[src/rtl/token_table_arbiter.sv]
// Arbitrates the token table port between decoder lookups and loader bursts.
// Optional macro TBL_WRAP_EN: burst pointer wraps at SIZE and the range check/err are removed.
module token_table_arbiter #(
  parameter int WIDTH      = 32,
  parameter int ADDR_W     = 7,
  parameter int SIZE       = 102,
  parameter int STARVE_LIM = 8
) (
  input  logic              clk,
  input  logic              reset,
  input  logic              dec_req,
  input  logic [ADDR_W-1:0] dec_addr,
  output logic              dec_gnt,
  output logic              dec_valid,
  input  logic              ld_req,
  input  logic [ADDR_W-1:0] ld_base,
  input  logic [ADDR_W:0]   ld_len,
  input  logic              ld_wvalid,
  input  logic [WIDTH-1:0]  ld_wdata,
  output logic              ld_wready,
  output logic              ld_done,
  output logic [ADDR_W-1:0] tbl_addr,
  output logic [WIDTH-1:0]  tbl_wdata,
  output logic              tbl_we,
  output logic              stall,
  output logic              err
);
  localparam int SC_W = $clog2(STARVE_LIM + 1);
  localparam logic [1:0] S_IDLE = 2'd0;
  localparam logic [1:0] S_LOAD = 2'd1;
  localparam logic [1:0] S_DONE = 2'd2;

  logic [1:0]        r_state;
  logic [ADDR_W-1:0] r_ptr;
  logic [ADDR_W:0]   r_cnt;
  logic [SC_W-1:0]   r_starve;
  logic              r_dec_valid;
  logic [ADDR_W-1:0] r_addr_hold;
  logic [WIDTH-1:0]  r_wdata_hold;

  logic              w_idle;
  logic              w_ld_win;
  logic              w_dec_gnt;
  logic              w_wr;
  logic              w_range_bad;
  logic [ADDR_W-1:0] w_ptr_nxt;

  assign w_idle    = (r_state == S_IDLE);
  assign w_ld_win  = w_idle & ld_req & (~dec_req | (r_starve == SC_W'(STARVE_LIM)));
  // Gated by reset so the combinational grant is also quiet while reset is held.
  assign w_dec_gnt = w_idle & dec_req & ~w_ld_win & ~reset;
  assign w_wr      = (r_state == S_LOAD) & ld_wvalid;

`ifdef TBL_WRAP_EN
  assign w_range_bad = 1'b0;
  assign w_ptr_nxt   = (r_ptr == ADDR_W'(SIZE - 1)) ? '0 : r_ptr + 1'b1;
  assign err         = 1'b0;
`else
  logic              r_err;
  logic [ADDR_W+1:0] w_end;
  assign w_end       = {2'b00, ld_base} + {1'b0, ld_len};
  assign w_range_bad = (w_end > (ADDR_W+2)'(SIZE));
  assign w_ptr_nxt   = r_ptr + 1'b1;
  assign err         = r_err;

  always_ff @(posedge clk or posedge reset) begin
    if (reset)                       r_err <= 1'b0;
    else if (w_ld_win & w_range_bad) r_err <= 1'b1;
  end
`endif

  assign dec_gnt   = w_dec_gnt;
  assign dec_valid = r_dec_valid;
  assign tbl_we    = w_wr;
  assign tbl_addr  = w_dec_gnt ? dec_addr : (w_wr ? r_ptr : r_addr_hold);
  assign tbl_wdata = w_wr ? ld_wdata : r_wdata_hold;
  assign ld_wready = (r_state == S_LOAD);
  assign ld_done   = (r_state == S_DONE);
  assign stall     = ~reset & (~w_idle | (dec_req & ~w_dec_gnt));

  always_ff @(posedge clk or posedge reset) begin
    if (reset) begin
      r_state      <= S_IDLE;
      r_ptr        <= '0;
      r_cnt        <= '0;
      r_starve     <= '0;
      r_dec_valid  <= 1'b0;
      r_addr_hold  <= '0;
      r_wdata_hold <= '0;
    end else begin
      r_dec_valid <= w_dec_gnt;
      if (w_dec_gnt) r_addr_hold <= dec_addr;
      if (w_wr) begin
        r_addr_hold  <= r_ptr;
        r_wdata_hold <= ld_wdata;
      end
      case (r_state)
        S_IDLE: begin
          if (!ld_req)
            r_starve <= '0;
          else if (w_dec_gnt && r_starve != SC_W'(STARVE_LIM))
            r_starve <= r_starve + 1'b1;
          if (w_ld_win) begin
            r_starve <= '0;
            r_ptr    <= ld_base;
            r_cnt    <= ld_len;
            if (w_range_bad || ld_len == '0) r_state <= S_DONE;
            else                             r_state <= S_LOAD;
          end
        end
        S_LOAD: begin
          // ld_wvalid low is simply an idle beat; there is no timeout.
          if (w_wr) begin
            r_ptr <= w_ptr_nxt;
            r_cnt <= r_cnt - 1'b1;
            if (r_cnt == (ADDR_W+1)'(1)) r_state <= S_DONE;
          end
        end
        S_DONE:  r_state <= S_IDLE;
        default: r_state <= S_IDLE;
      endcase
    end
  end
endmodule

[config.mk]
export PLATFORM = sky130hd
export DESIGN_NAME = token_table_arbiter
export DESIGN_NICKNAME = d
export VERILOG_FILES = /design/src/rtl/token_table_arbiter.sv
export SDC_FILE = /design/constraint.sdc
export NUM_CORES = 1
export LEC_CHECK = 0
export BUFFER_PORTS_ARGS = -buffer_cell sky130_fd_sc_hd__clkbuf_2
export CAP_MARGIN = 40
export CORE_ASPECT_RATIO = 0.9
export CORE_MARGIN = 4
export CORE_UTILIZATION = 55
export CTS_BUF_LIST = sky130_fd_sc_hd__clkbuf_16
export DETAILED_ROUTE_END_ITERATION = 12
export PLACE_DENSITY_LB_ADDON = 0.1
export SYNTH_ARGS = -nofsm -noshare
export SYNTH_HDL_FRONTEND = slang
export SYNTH_SLANG_ARGS = --single-unit
[constraint.sdc]
create_clock -name clk -period 4.7 [get_ports clk]
set_clock_uncertainty 0.2 [all_clocks]
set_input_delay 0 -clock clk [delete_from_list [all_inputs] [get_ports clk]]
set_output_delay 0 -clock clk [all_outputs]
set_load 0.05 [all_outputs]
==> results of run 1 <==
[critical path, cell delays in order, from the launching register on]
cell      delay [ps]
dfrtp_1          380
nand2b_1         640
inv_2            320
nand2_2          570
inv_2             70
buf_4            280
nor2_4           220
nand2_1           90
nand2_1           80
clkbuf_2         280
[Yosys cell counts, types with 2 or more instances]
library cell	instances	area share, %
xor2_1	3	0.81
inv_1	12	1.4
dfrtp_1	62	48
o21ai_1	17	2.6
nand3_1	8	1.2
ha_1	12	4.6
o21ai_0	5	0.77
clkbuf_1	7	0.81
buf_2	4	0.62
and3_1	3	0.58
a21o_1	4	0.93
nand2b_1	5	0.97
nand2_1	130	15
nand3b_1	2	0.46
o22ai_1	3	0.58
a31oi_1	2	0.39
a22oi_1	9	2.1
or4_1	2	0.46
inv_2	2	0.23
nor3_1	3	0.46
o2111ai_1	3	0.81
nor2b_1	2	0.39
a21oi_1	25	3.9
mux2i_1	2	0.62
nor2_1	23	2.7
nor3b_1	3	0.70
o211ai_1	2	0.46
[power groups by stage]
| stage | combinational [mW] | sequential [mW] | clock, mW |
|---|---|---|---|
| 3_3_place_gp | 1.62 | 0.878 | 0 |
| 3_5_place_dp | 1.65 | 0.888 | 0 |
| 2_1_floorplan | 1.32 | 0.864 | 0 |
| 4_1_cts | 1.70 | 0.885 | 0.638 |
| 5_1_grt | 1.85 | 0.916 | 0.672 |
| 6_report | 1.71 | 0.890 | 0.633 |
[per-layer routing]
metal  up-vias  global-route usage, %
met5         -                      0
met3        17                  6.154
met4         0                  10.73
met2       131                  46.66
li1       1615                      -
met1      1499                  34.69
[timing repair]
| action | CTS | global route |
|---|---|---|
| hold buffers | 59 | 0 |
| hold endpoints to repair | 123 | 0 |
| gates resized for setup | 0 | 0 |
[final cells by class]
type	count	share of cell area [%]
Clock buffer	9	4.817
Clock inverter	7	1.391
Inverter	14	1.124
Multi-Input combinational cell	289	33.29
Sequential cell	62	33.18
Tap cell	70	1.873
Timing Repair Buffer	166	24.32
[per-stage QoR]
step	setup slack (ps)	power, mW	cells	util [%]	instance area [µm²]
final	1221	3.236	617	82.13	4676
after global routing	895.7	3.436	617	82.13	4676
after CTS	1261	3.227	617	82.13	4676
after detailed placement	1563	2.537	542	66.66	3795
after global placement	1266	2.496	541	66.46	3784
after floorplan	2061	2.185	379	-	3229
[cell usage in the layout (no fill, tap or decap), types with 3 or more instances in the layout]
cell / synthesis / layout
nand2b_1: 5 / 5
a21oi_1: 25 / 25
nor2_1: 23 / 23
ha_1: 12 / 12
xor2_1: 3 / 3
and3_1: 3 / 3
dlygate4sd3_1: 0 / 59
o22ai_1: 3 / 3
o2111ai_1: 3 / 3
dfrtp_1: 62 / 62
clkbuf_2: 0 / 104
a21o_1: 4 / 4
o21ai_1: 17 / 17
nand3_1: 8 / 8
o21ai_0: 5 / 5
nand2_1: 130 / 130
clkbuf_16: 0 / 9
a22oi_1: 9 / 9
nor3_1: 3 / 3
inv_2: 2 / 3
clkinv_2: 0 / 3
nor3b_1: 3 / 3
inv_1: 12 / 12
[flip-flops by register name, summed over array words and instances, names as in the netlist]
name and count:
r_state 2, dec_valid 1, r_addr_hold 7, r_wdata_hold 32
r_ptr 7, r_starve 4, err 1, r_cnt 8
[worst paths after layout]
path	slack, ps	to	from	depth (start not counted)
max	1220	tbl_addr[2]	r_state[1]	9
min	230	r_wdata_hold[19]	ld_wdata[19]	4
max reg2reg	1470	r_cnt[5]	r_state[1]	9
min reg2reg	270	r_wdata_hold[19]	r_wdata_hold[19]	2
max in group asynchronous	3480	r_addr_hold[3]	reset	4
min in group asynchronous	310	r_addr_hold[2]	reset	4
[cells by family after synthesis]
| group | count (synthesis) |
|---|---|
| fa+ha+maj | 13 |
| compound gates | 78 |
| simple gates | 192 |
| mux | 3 |
| xor+xnor | 3 |
| buf+inv | 28 |
| flops | 62 |
==> qor.csv, run 1 <==
stage,metric,value,unit
cells_and_area,area_delta_synth_final,44.79,%
logic_synthesis,synth_area_per_cell,8.521,µm²
pwr,pwr-share-clk,19.6,%
sta,rsz0062_at_grt,false,
clock_tree,h-tree-depth,3,
detailed_routing,wl_met1,3791,µm
clock_tree,clockBufferDepth,2,
logic_synthesis,synth_edf_count,0,
detailed_routing,dr.pass1.iters,5,
sta,finalMaxSlewViolations,0,
pwr,power.density,692.0,nW/µm²
die,core_area,5693,µm²
sta,hold_viol_final,0,
cells_and_area,final_layout_size_suffix_gt1_share,24.86,%
logic_synthesis,synth_compound_area_share,15.07,%
die,start_util,56.73,%
clock_tree,cts.sinks,62,
sta,fmax,287.5,MHz
pwr,max-vdd-ir-drop,0.4643,mV
global_routing,grt_antenna_before_repair,0,
die,pin_count,105,
sta,setup_viol,0,
logic_synthesis,syn-num-nets,451,
run,maxCapViolCount,0,
logic_synthesis,yosysWarnings,0,
sta,worst_pin_slew,786.5,ps
logic_synthesis,synth_top_family_by_area,simple AND/OR/NAND/NOR gates,
cells_and_area,seqCellArea,1551,µm²
clock_tree,clk_latency,330,ps
pwr,p_comb_share,52.9,%
critical_path,worstPathArrival,3280,ps
global_routing,grt_overflow,0,
pwr,power.share.sequential,27.5,%
global_routing,grt_max_degree,65,
clock_tree,clkSlewWorstSetupHoldPaths,50,ps
sta,timing.final.crit_share,74.02,%
die,rows,26,
place,dp_hpwl,5794,µm
logic_synthesis,yosys_register_bits,62,
detailed_routing,postRouteWirelength,9325,µm
pwr,power.leakage,2.445,nW
pwr,p_switching,1.645,mW
die,dieWidth,88.77,µm
min_path,min_path_type,input pin to flip-flop,
clock_tree,cts-root-buf,clkbuf_16,
logic_synthesis,synth-async-reset-ratio,100.0,%
logic_synthesis,synth-simple-area-share,26.08,%
logic_synthesis,synthXorXnorAreaFrac,0.8136,%
clock_tree,post_cts_buffers,0,
detailed_routing,route.detailed.drc,0,
cells_and_area,multi_input_area,1556,µm²
place,numPortBuffers,104,
outcome,status,"finished, final reports clean",
detailed_routing,drtIter0Drc,230,
detailed_routing,num_vias,3262,
place,gp_congestion,0.8663,
die,die_area,7163,µm²
logic_synthesis,synth-adder-area-share,5.269,%
cells_and_area,num-fill-cells,373,
clock_tree,cts_tree,yes,
logic_synthesis,syn_area,3229,µm²
clock_tree,numCtsBuffers,9,
global_routing,grt_pass1_vias,3162,
detailed_routing,dr_wl_met3,643,µm
cells_and_area,n_antenna_cell,0,
sta,max_slew_margin,47.57,%
critical_path,worst_setup_path_start_kind,flip-flop,
logic_synthesis,synth_ff_type,dfrtp_1,
critical_path,crit_fanout,41,
logic_synthesis,synth_cell_types,51,
detailed_routing,via_per_inst,5.287,
global_routing,grt_first_pass_wirelength,15060,µm
detailed_routing,top_layer,met4,
detailed_routing,wl_per_cell,15.11,µm
detailed_routing,route.met2.wl,4718,µm
sta,final_period_minus_worst_setup_slack,3479,ps
pwr,power.internal,1.591,mW
logic_synthesis,muxShareOfSynthArea,0.9686,%
critical_path,cp-end-kind,output pin,
cells_and_area,final_nets,614,
critical_path,required,4500,ps
critical_path,crit_type,flip-flop to output pin,
global_routing,grt_usage,27.80,%
logic_synthesis,syn_inst,379,
sta,whs,233.0,ps
sta,fin_tns_setup,0,ps
detailed_routing,ant_nets,0,
logic_synthesis,seq_area_frac_synth,48.04,%
die,fp.dieH,80.70,µm
pwr,switching_share,50.83,%
Note: power is estimated with default switching activity, not from simulation.
==> inputs of run 2 (changes only) <==
--- a/config.mk
+++ b/config.mk
@@ -5,11 +5,12 @@
 export SDC_FILE = /design/constraint.sdc
 export NUM_CORES = 1
 export LEC_CHECK = 0
+export ABC_AREA = 1
 export BUFFER_PORTS_ARGS = -buffer_cell sky130_fd_sc_hd__clkbuf_2
 export CAP_MARGIN = 40
 export CORE_ASPECT_RATIO = 0.9
 export CORE_MARGIN = 4
-export CORE_UTILIZATION = 55
+export CORE_UTILIZATION = 46
 export CTS_BUF_LIST = sky130_fd_sc_hd__clkbuf_16
 export DETAILED_ROUTE_END_ITERATION = 12
 export PLACE_DENSITY_LB_ADDON = 0.1
==> constraint.sdc (replaced) <==
create_clock -name clk -period 3.2 [get_ports clk]
set_clock_uncertainty 0.2 [all_clocks]
set_input_delay 0 -clock clk [delete_from_list [all_inputs] [get_ports clk]]
set_output_delay 0 -clock clk [all_outputs]
set_load 0.05 [all_outputs]
==> run 2 against run 1 <==
Setup slack worse by 880 ps. Register-to-register slack lost 600 ps. Via count rose by 3.3%. Non-clock buffer count down 2. Synthesized cell count up 15%. Critical path depth fell by 3. Clock-buffer cell count unchanged. Clock power grew 36%. Largest power group unchanged. Highest routed layer unchanged.
==> qor.csv, run 2 <==
stage,metric,value,unit,change
critical_path,crit_fanout,40,,-2.4%
die,rows,29,,+12%
cells_and_area,regMostFlops,r_wdata_hold,,
outcome,status,"finished, final reports clean",,
logic_synthesis,yosys_register_bits,62,,unchanged
logic_synthesis,synth-adder-area-share,5.056,%,-0.21 points
min_path,min_to,r_wdata_hold[24],,
critical_path,required,3000,ps,-1500 ps
logic_synthesis,synth_ff_type,dfrtp_1,,
die,start_util,47.57,%,-9.2 points
place,pre_cts_ws,675.0,ps,-887.9 ps
cells_and_area,area_delta_synth_final,41.97,%,
place,dp.cells,619,,+14%
detailed_routing,num_vias,3369,,+3.3%
logic_synthesis,yosysWarnings,0,,unchanged
cells_and_area,layout.cells.most_common_list,"nand2_1 (184), clkbuf_2 (104), dfrtp_1 (62)",,
logic_synthesis,synth_area_per_cell,7.737,µm²,-9.2%
logic_synthesis,synth-simple-area-share,31.15,%,+5.1 points
place,gp_congestion,0.8473,,-2.2%
logic_synthesis,synth_edf_count,0,,unchanged
sta,fmax,350.0,MHz,
critical_path,r2r-start,r_state[1],,
place,dp_hpwl,6194,µm,+6.9%
cells_and_area,final-instance-count-excl-fill,695,,+13%
clock_tree,cts-resized-gates,0,,unchanged
global_routing,grt_first_pass_wirelength,14610,µm,-3.0%
cells_and_area,largest_reg_flops,32,,unchanged
global_routing,grt_usage,20.88,%,-6.9 points
clock_tree,cts_tree,yes,,
logic_synthesis,synth_top_family_by_area,simple AND/OR/NAND/NOR gates,,
critical_path,worstPathArrival,2660,ps,-620 ps
detailed_routing,via_per_inst,4.847,,-8.3%
die,core_area,7076,µm²,+24%
sta,final_period_minus_worst_setup_slack,2857,ps,
die,dieWidth,98.17,µm,+11%
global_routing,use_met3,5.382,%,-0.77 points
logic_synthesis,syn_area,3366,µm²,+4.2%
clock_tree,clkSlewWorstSetupHoldPaths,50,ps,about the same
logic_synthesis,synth_most_common_cell,nand2_1,,
sta,finalMaxSlewViolations,0,,unchanged
sta,hold_viol_final,0,,unchanged
critical_path,reg2reg_depth,5,,-4
min_path,whs_path_depth,4,,unchanged
sta,rsz0062_at_grt,false,,
logic_synthesis,synth_cell_types,35,,-31%
global_routing,grt_antenna_before_repair,0,,unchanged
pwr,max-vdd-ir-drop,0.7954,mV,+71%
logic_synthesis,muxShareOfSynthArea,0,%,-0.97 points
critical_path,cp-end-kind,output pin,,
clock_tree,h-tree-depth,3,,unchanged
logic_synthesis,seq_area_frac_synth,46.10,%,-1.9 points
cells_and_area,final_common_cell,nand2_1,,
critical_path,worst_setup_path_start_kind,flip-flop,,
logic_synthesis,synthXorXnorAreaFrac,0.2602,%,-0.55 points
global_routing,grt_overflow,0,,unchanged
logic_synthesis,syn_inst,435,,+15%
global_routing,met2_usage,34.86,%,-12 points
cells_and_area,final_nets,668,,+8.8%
die,fp.dieH,89.15,µm,+10%
min_path,min_path_type,input pin to flip-flop,,
logic_synthesis,yosysTopAreaCellShare,46.10,%,-1.9 points
detailed_routing,wl_per_cell,12.63,µm,-16%
min_path,hold_start,ld_wdata[24],,
pwr,power.density,1011,nW/µm²,+46%
global_routing,grt_use_met1,26.85,%,-7.8 points
clock_tree,cts-root-buf,clkbuf_16,,
run,maxCapViolCount,0,,unchanged
logic_synthesis,synth-async-reset-ratio,100.0,%,unchanged
detailed_routing,postRouteWirelength,8779,µm,-5.9%
clock_tree,clk_latency,320,ps,about the same
critical_path,reg2reg_to,r_addr_hold[0],,
logic_synthesis,synth_commonest_cells,"nand2_1 (184), dfrtp_1 (62), inv_1 (34)",,
critical_path,r2r_slack,870,ps,-600 ps
pwr,total_power,4.830,mW,+49%
place,numPortBuffers,104,,unchanged
logic_synthesis,yosys-top-cells-area,"dfrtp_1 (46%), nand2_1 (21%), ha_1 (4.5%), inv_1 (3.8%), a21oi_1 (3.0%)",,
cells_and_area,num-fill-cells,601,,+61%
logic_synthesis,synth_compound_area_share,10.37,%,-4.7 points
sta,worst_pin_slew,780.9,ps,-5.588 ps
detailed_routing,ant_nets,0,,unchanged
detailed_routing,route.detailed.drc,0,,unchanged
global_routing,grt_pass1_vias,3163,,+0.032%
cells_and_area,final_layout_size_suffix_gt1_share,22.46,%,-2.4 points
detailed_routing,drtIter0Drc,138,,-40%
pwr,power.leakage,2.602,nW,+6.4%
sta,fin_ws,343.0,ps,-878.2 ps
clock_tree,cts.sinks,62,,unchanged
sta,setup_viol,0,,unchanged
cells_and_area,final_util,67.53,%,-15 points
cells_and_area,top_regs,"r_wdata_hold x32, r_cnt x8",,
logic_synthesis,syn-num-nets,507,,+12%
die,pin_count,105,,unchanged
sta,max_slew_margin,47.94,%,+0.37 points
sta,fin_tns_setup,0,ps,unchanged
critical_path,crit_type,flip-flop to output pin,,
sta,timing.final.crit_share,89.28,%,
global_routing,busiest_layer,met2,,
clock_tree,numCtsBuffers,9,,unchanged
die,die_area,8751,µm²,+22%
logic_synthesis,yosysTopAreaCell,dfrtp_1,,
clock_tree,clockBufferDepth,2,,unchanged
detailed_routing,dr.pass1.iters,4,,-1
global_routing,grt_max_degree,63,,-3.1%
## run 2: changes by cell type in the layout (fill, tap and decap cells not counted), moves of 5 or more
| cell | before | now |
|---|---|---|
| a21oi_1 | 25 | 20 |
| inv_1 | 12 | 34 |
| nand2_1 | 130 | 184 |
| nor2_1 | 23 | 17 |
| o21ai_0 | 5 | 20 |
| nand2b_1 | 5 | 0 |
| o21ai_1 | 17 | 3 |
| nand3_1 | 8 | 20 |
## run 2: where the power goes
group | switching (mW) | total [mW] | leakage, nW | internal [mW]
logic | 1.99 | 2.64 | 1.71 | 0.642
registers | 0.201 | 1.33 | 0.764 | 1.13
clock network | 0.343 | 0.860 | 0.130 | 0.517
total | 2.54 | 4.83 | 2.60 | 2.29
## run 2: kinds of logic after synthesis
| logic type | count (synthesis) |
|---|---|
| DFF | 62 |
| adders and majority gates | 13 |
| AOI/OAI and AO/OA | 61 |
| xor gates and xnor gates | 1 |
| buffers and inverters | 53 |
| and+or+nand+nor | 245 |
## run 2: layer usage
| layer | wire, µm | vias to the layer above |
|---|---|---|
| met5 | 0 | - |
| met4 | 114 | 0 |
| met3 | 491 | 10 |
| met2 | 4186 | 105 |
| met1 | 3987 | 1525 |
| li1 | - | 1729 |
## run 2: metrics by stage
stage | area, µm² | hold slack [ps]
6_report | 4778 | 234.7
3_5_place_dp | 3919 | 23.47
3_3_place_gp | 3919 | 16.82
4_1_cts | 4776 | 224.9
2_1_floorplan | 3366 | -53.21
5_1_grt | 4776 | 247.2
## run 2: worst max-delay path: stages, from the launching register on
cell	delay (ps)
dfrtp_1	470
nor2_8	360
nand2_4	310
inv_2	560
a22oi_1	220
nand2_1	110
clkbuf_2	280
## run 2: how the worst max path moves through the flow
stage,start,slack (ps),to,depth (start not counted)
after floorplan,reset,470,stall,3
after global placement,r_state[1],730,tbl_addr[1],6
after detailed placement,r_state[1],680,tbl_addr[1],6
after CTS,r_state[1],310,tbl_addr[1],6
after global routing,r_state[0],100,tbl_addr[1],7
final,r_state[1],340,tbl_addr[5],6
## run 2: repair_timing
action	CTS	global route
hold buffers	59	0
buffers inserted	0	0
hold endpoints to repair	124	0
## run 2: area by class of cell
type,count,area (µm²),area share [%]
clock inverter,7,41.29,0.8641
clock buffer,9,225.2,4.713
multi-input combinational,320,1577,32.99
inverter,39,146.4,3.064
antenna,1,2.502,0.05237
timing repair buffer,164,1119,23.41
sequential,62,1551,32.47
tap,93,116.4,2.435
==> inputs of run 3 (changes only) <==
--- a/config.mk
+++ b/config.mk
@@ -10,8 +10,8 @@
 export CAP_MARGIN = 40
 export CORE_ASPECT_RATIO = 0.9
 export CORE_MARGIN = 4
-export CORE_UTILIZATION = 46
-export CTS_BUF_LIST = sky130_fd_sc_hd__clkbuf_16
+export CORE_UTILIZATION = 48
+export CTS_BUF_LIST = sky130_fd_sc_hd__clkbuf_8
 export DETAILED_ROUTE_END_ITERATION = 12
 export PLACE_DENSITY_LB_ADDON = 0.1
 export SYNTH_ARGS = -nofsm -noshare
==> run 3 against run 2 <==
Total power down 1.8%. Global-route usage up 1.1 points. Register-to-register slack improved by 130 ps. Sequential power is essentially flat. Die area is 3.8% lower. Largest power group unchanged. Combinational power hardly changed. Design area down 0.71%. Critical path type is now input pin to flip-flop. Setup slack improved by 280 ps.
==> qor.csv, run 3 (synthesis gave the netlist of run 2 again) <==
stage,metric,value,unit,change
cells_and_area,num-fill-cells,543,,-9.7%
detailed_routing,wl_per_cell,12.51,µm,-0.99%
detailed_routing,dr.pass1.iters,4,,unchanged
clock_tree,h-tree-depth,3,,unchanged
detailed_routing,via_per_inst,4.864,,+0.35%
sta,fin_tns_setup,0,ps,unchanged
die,pin_count,105,,unchanged
clock_tree,cts.sinks,62,,unchanged
sta,worst_pin_slew,757.1,ps,-23.86 ps
sta,fmax,387.6,MHz,+11%
clock_tree,post_cts_buffers,0,,unchanged
cells_and_area,largest_reg_flops,32,,unchanged
place,dp_hpwl,6088,µm,-1.7%
run,maxCapViolCount,0,,unchanged
pwr,switching_share,52.63,%,+0.060 points
pwr,power.density,999.2,nW/µm²,-1.1%
critical_path,crit_fanout,3,,-93%
sta,setup_viol,0,,unchanged
cells_and_area,area_delta_synth_final,40.97,%,
global_routing,grt_overflow,0,,unchanged
sta,timing.final.crit_share,80.62,%,-8.7 points
pwr,power.leakage,2.598,nW,-0.15%
detailed_routing,drtIter0Drc,146,,+5.8%
min_path,whs_path_depth,4,,unchanged
sta,rsz0062_at_grt,false,,
cells_and_area,top_regs,"r_wdata_hold x32, r_cnt x8",,
die,core_area,6691,µm²,-5.4%
clock_tree,cts-resized-gates,0,,unchanged
critical_path,required,3210,ps,+210 ps
pwr,total_power,4.741,mW,-1.8%
place,pre_cts_ws,992.6,ps,+317.6 ps
cells_and_area,layout.cells.most_common_list,"nand2_1 (184), clkbuf_2 (104), dfrtp_1 (62)",,
critical_path,crit_type,input pin to flip-flop,,
sta,finalMaxSlewViolations,0,,unchanged
cells_and_area,final_common_cell,nand2_1,,
clock_tree,cts_tree,yes,,
global_routing,grt_max_degree,63,,unchanged
detailed_routing,num_vias,3371,,+0.059%
pwr,p_switching,2.495,mW,-1.7%
detailed_routing,ant_nets,0,,unchanged
pwr,pwr-share-clk,16.1,%,-1.7 points
place,dp.cells,617,,-0.32%
cells_and_area,regMostFlops,r_wdata_hold,,
global_routing,grt_pass1_vias,3219,,+1.8%
critical_path,reg2reg_depth,8,,+3
sta,final_period_minus_worst_setup_slack,2580,ps,-277.3 ps
sta,hold_viol_final,0,,unchanged
clock_tree,cts-root-buf,clkbuf_8,,
cells_and_area,final-instance-count-excl-fill,693,,-0.29%
clock_tree,numCtsBuffers,9,,unchanged
clock_tree,clkSlewWorstSetupHoldPaths,70,ps,+20 ps
die,rows,28,,-3.4%
cells_and_area,final_nets,670,,+0.30%
global_routing,grt_first_pass_wirelength,14480,µm,-0.85%
outcome,status,"finished, final reports clean",,
cells_and_area,n_antenna_cell,0,,-1
sta,whs,228.8,ps,-5.876 ps
critical_path,cp-end-kind,flip-flop,,
die,start_util,50.30,%,+2.7 points
pwr,power.internal,2.246,mW,-2.0%
global_routing,grt_antenna_before_repair,0,,unchanged
pwr,max-vdd-ir-drop,0.7757,mV,-2.5%
critical_path,worstPathArrival,2590,ps,-70 ps
clock_tree,clk_latency,330,ps,about the same
sta,fin_ws,620.2,ps,+277.3 ps
critical_path,worst_setup_path_start_kind,input pin,,
pwr,p_comb_share,55.9,%,+1.3 points
clock_tree,clockBufferDepth,2,,unchanged
pwr,power.share.sequential,28.0,%,+0.4 points
sta,max_slew_margin,49.53,%,+1.6 points
min_path,min_path_type,input pin to flip-flop,,
die,die_area,8417,µm²,-3.8%
place,gp_congestion,0.8753,,+3.3%
detailed_routing,route.detailed.drc,0,,unchanged
place,numPortBuffers,104,,unchanged
die,fp.dieH,87.44,µm,-1.9%
cells_and_area,final_layout_size_suffix_gt1_share,22.89,%,+0.42 points
detailed_routing,postRouteWirelength,8667,µm,-1.3%
die,dieWidth,96.27,µm,-1.9%
global_routing,grt_usage,21.99,%,+1.1 points
## run 3: path summary, 6_finish.rpt
check | startpoint | endpoint | slack, ps
max reg2reg | r_starve[0] | dec_valid | 1000
min in group asynchronous | reset | r_starve[1] | 250
max | ld_len[0] | r_state[0] | 620
min reg2reg | err | err | 260
min | ld_wdata[4] | r_wdata_hold[4] | 230
max in group asynchronous | reset | r_wdata_hold[21] | 2050
## run 3: repair_timing
action,4_1_cts,5_1_grt
endpoints found under the hold margin,124,0
hold buffers,60,0
setup endpoints to repair,0,0
## run 3: power by group through the flow
stage | sequential, mW | combinational (mW) | clock (mW)
3_3_place_gp | 1.33 | 2.56 | 0
6_report | 1.33 | 2.65 | 0.762
3_5_place_dp | 1.34 | 2.58 | 0
5_1_grt | 1.37 | 2.91 | 0.815
4_1_cts | 1.33 | 2.65 | 0.780
2_1_floorplan | 1.30 | 2.08 | 0
## run 3: layout make-up
| class | count | area, µm² | share of cell area, % |
|---|---|---|---|
| Tap cell | 90 | 112.6 | 2.373 |
| Clock inverter | 6 | 83.83 | 1.767 |
| Timing Repair Buffer | 166 | 1136 | 23.95 |
| Sequential cell | 62 | 1551 | 32.70 |
| Multi-Input combinational cell | 320 | 1577 | 33.23 |
| Clock buffer | 10 | 137.6 | 2.901 |
| Inverter | 39 | 146.4 | 3.085 |
## run 3: metrics by stage
stage,util (%),cell area (µm²)
global route,70.91,4745
finish,70.91,4745
global placement,58.62,3923
detailed placement,58.62,3923
floorplan,-,3366
CTS,70.91,4745
## run 3: metal layers
metal	global-route usage [%]	wire, µm	vias to the layer above
li1	-	-	1739
met1	30.22	3960	1530
met2	34.61	4040	94
met3	5.445	584	8
met4	6.072	80	0
met5	0	0	-
## run 3: worst max-delay path, stage by stage
cell           delay (ps)
dlygate4sd3_1         530
clkbuf_2              140
ha_1                  170
inv_1                  50
fa_1                  360
inv_1                 100
nand2_1                70
nand2_1               100
nand2_1                50
nand2_1                50
nand2_1                50
nand3_1                80
nand3_1               140
nand4_1               100
nand2_1                50
dlygate4sd3_1         550
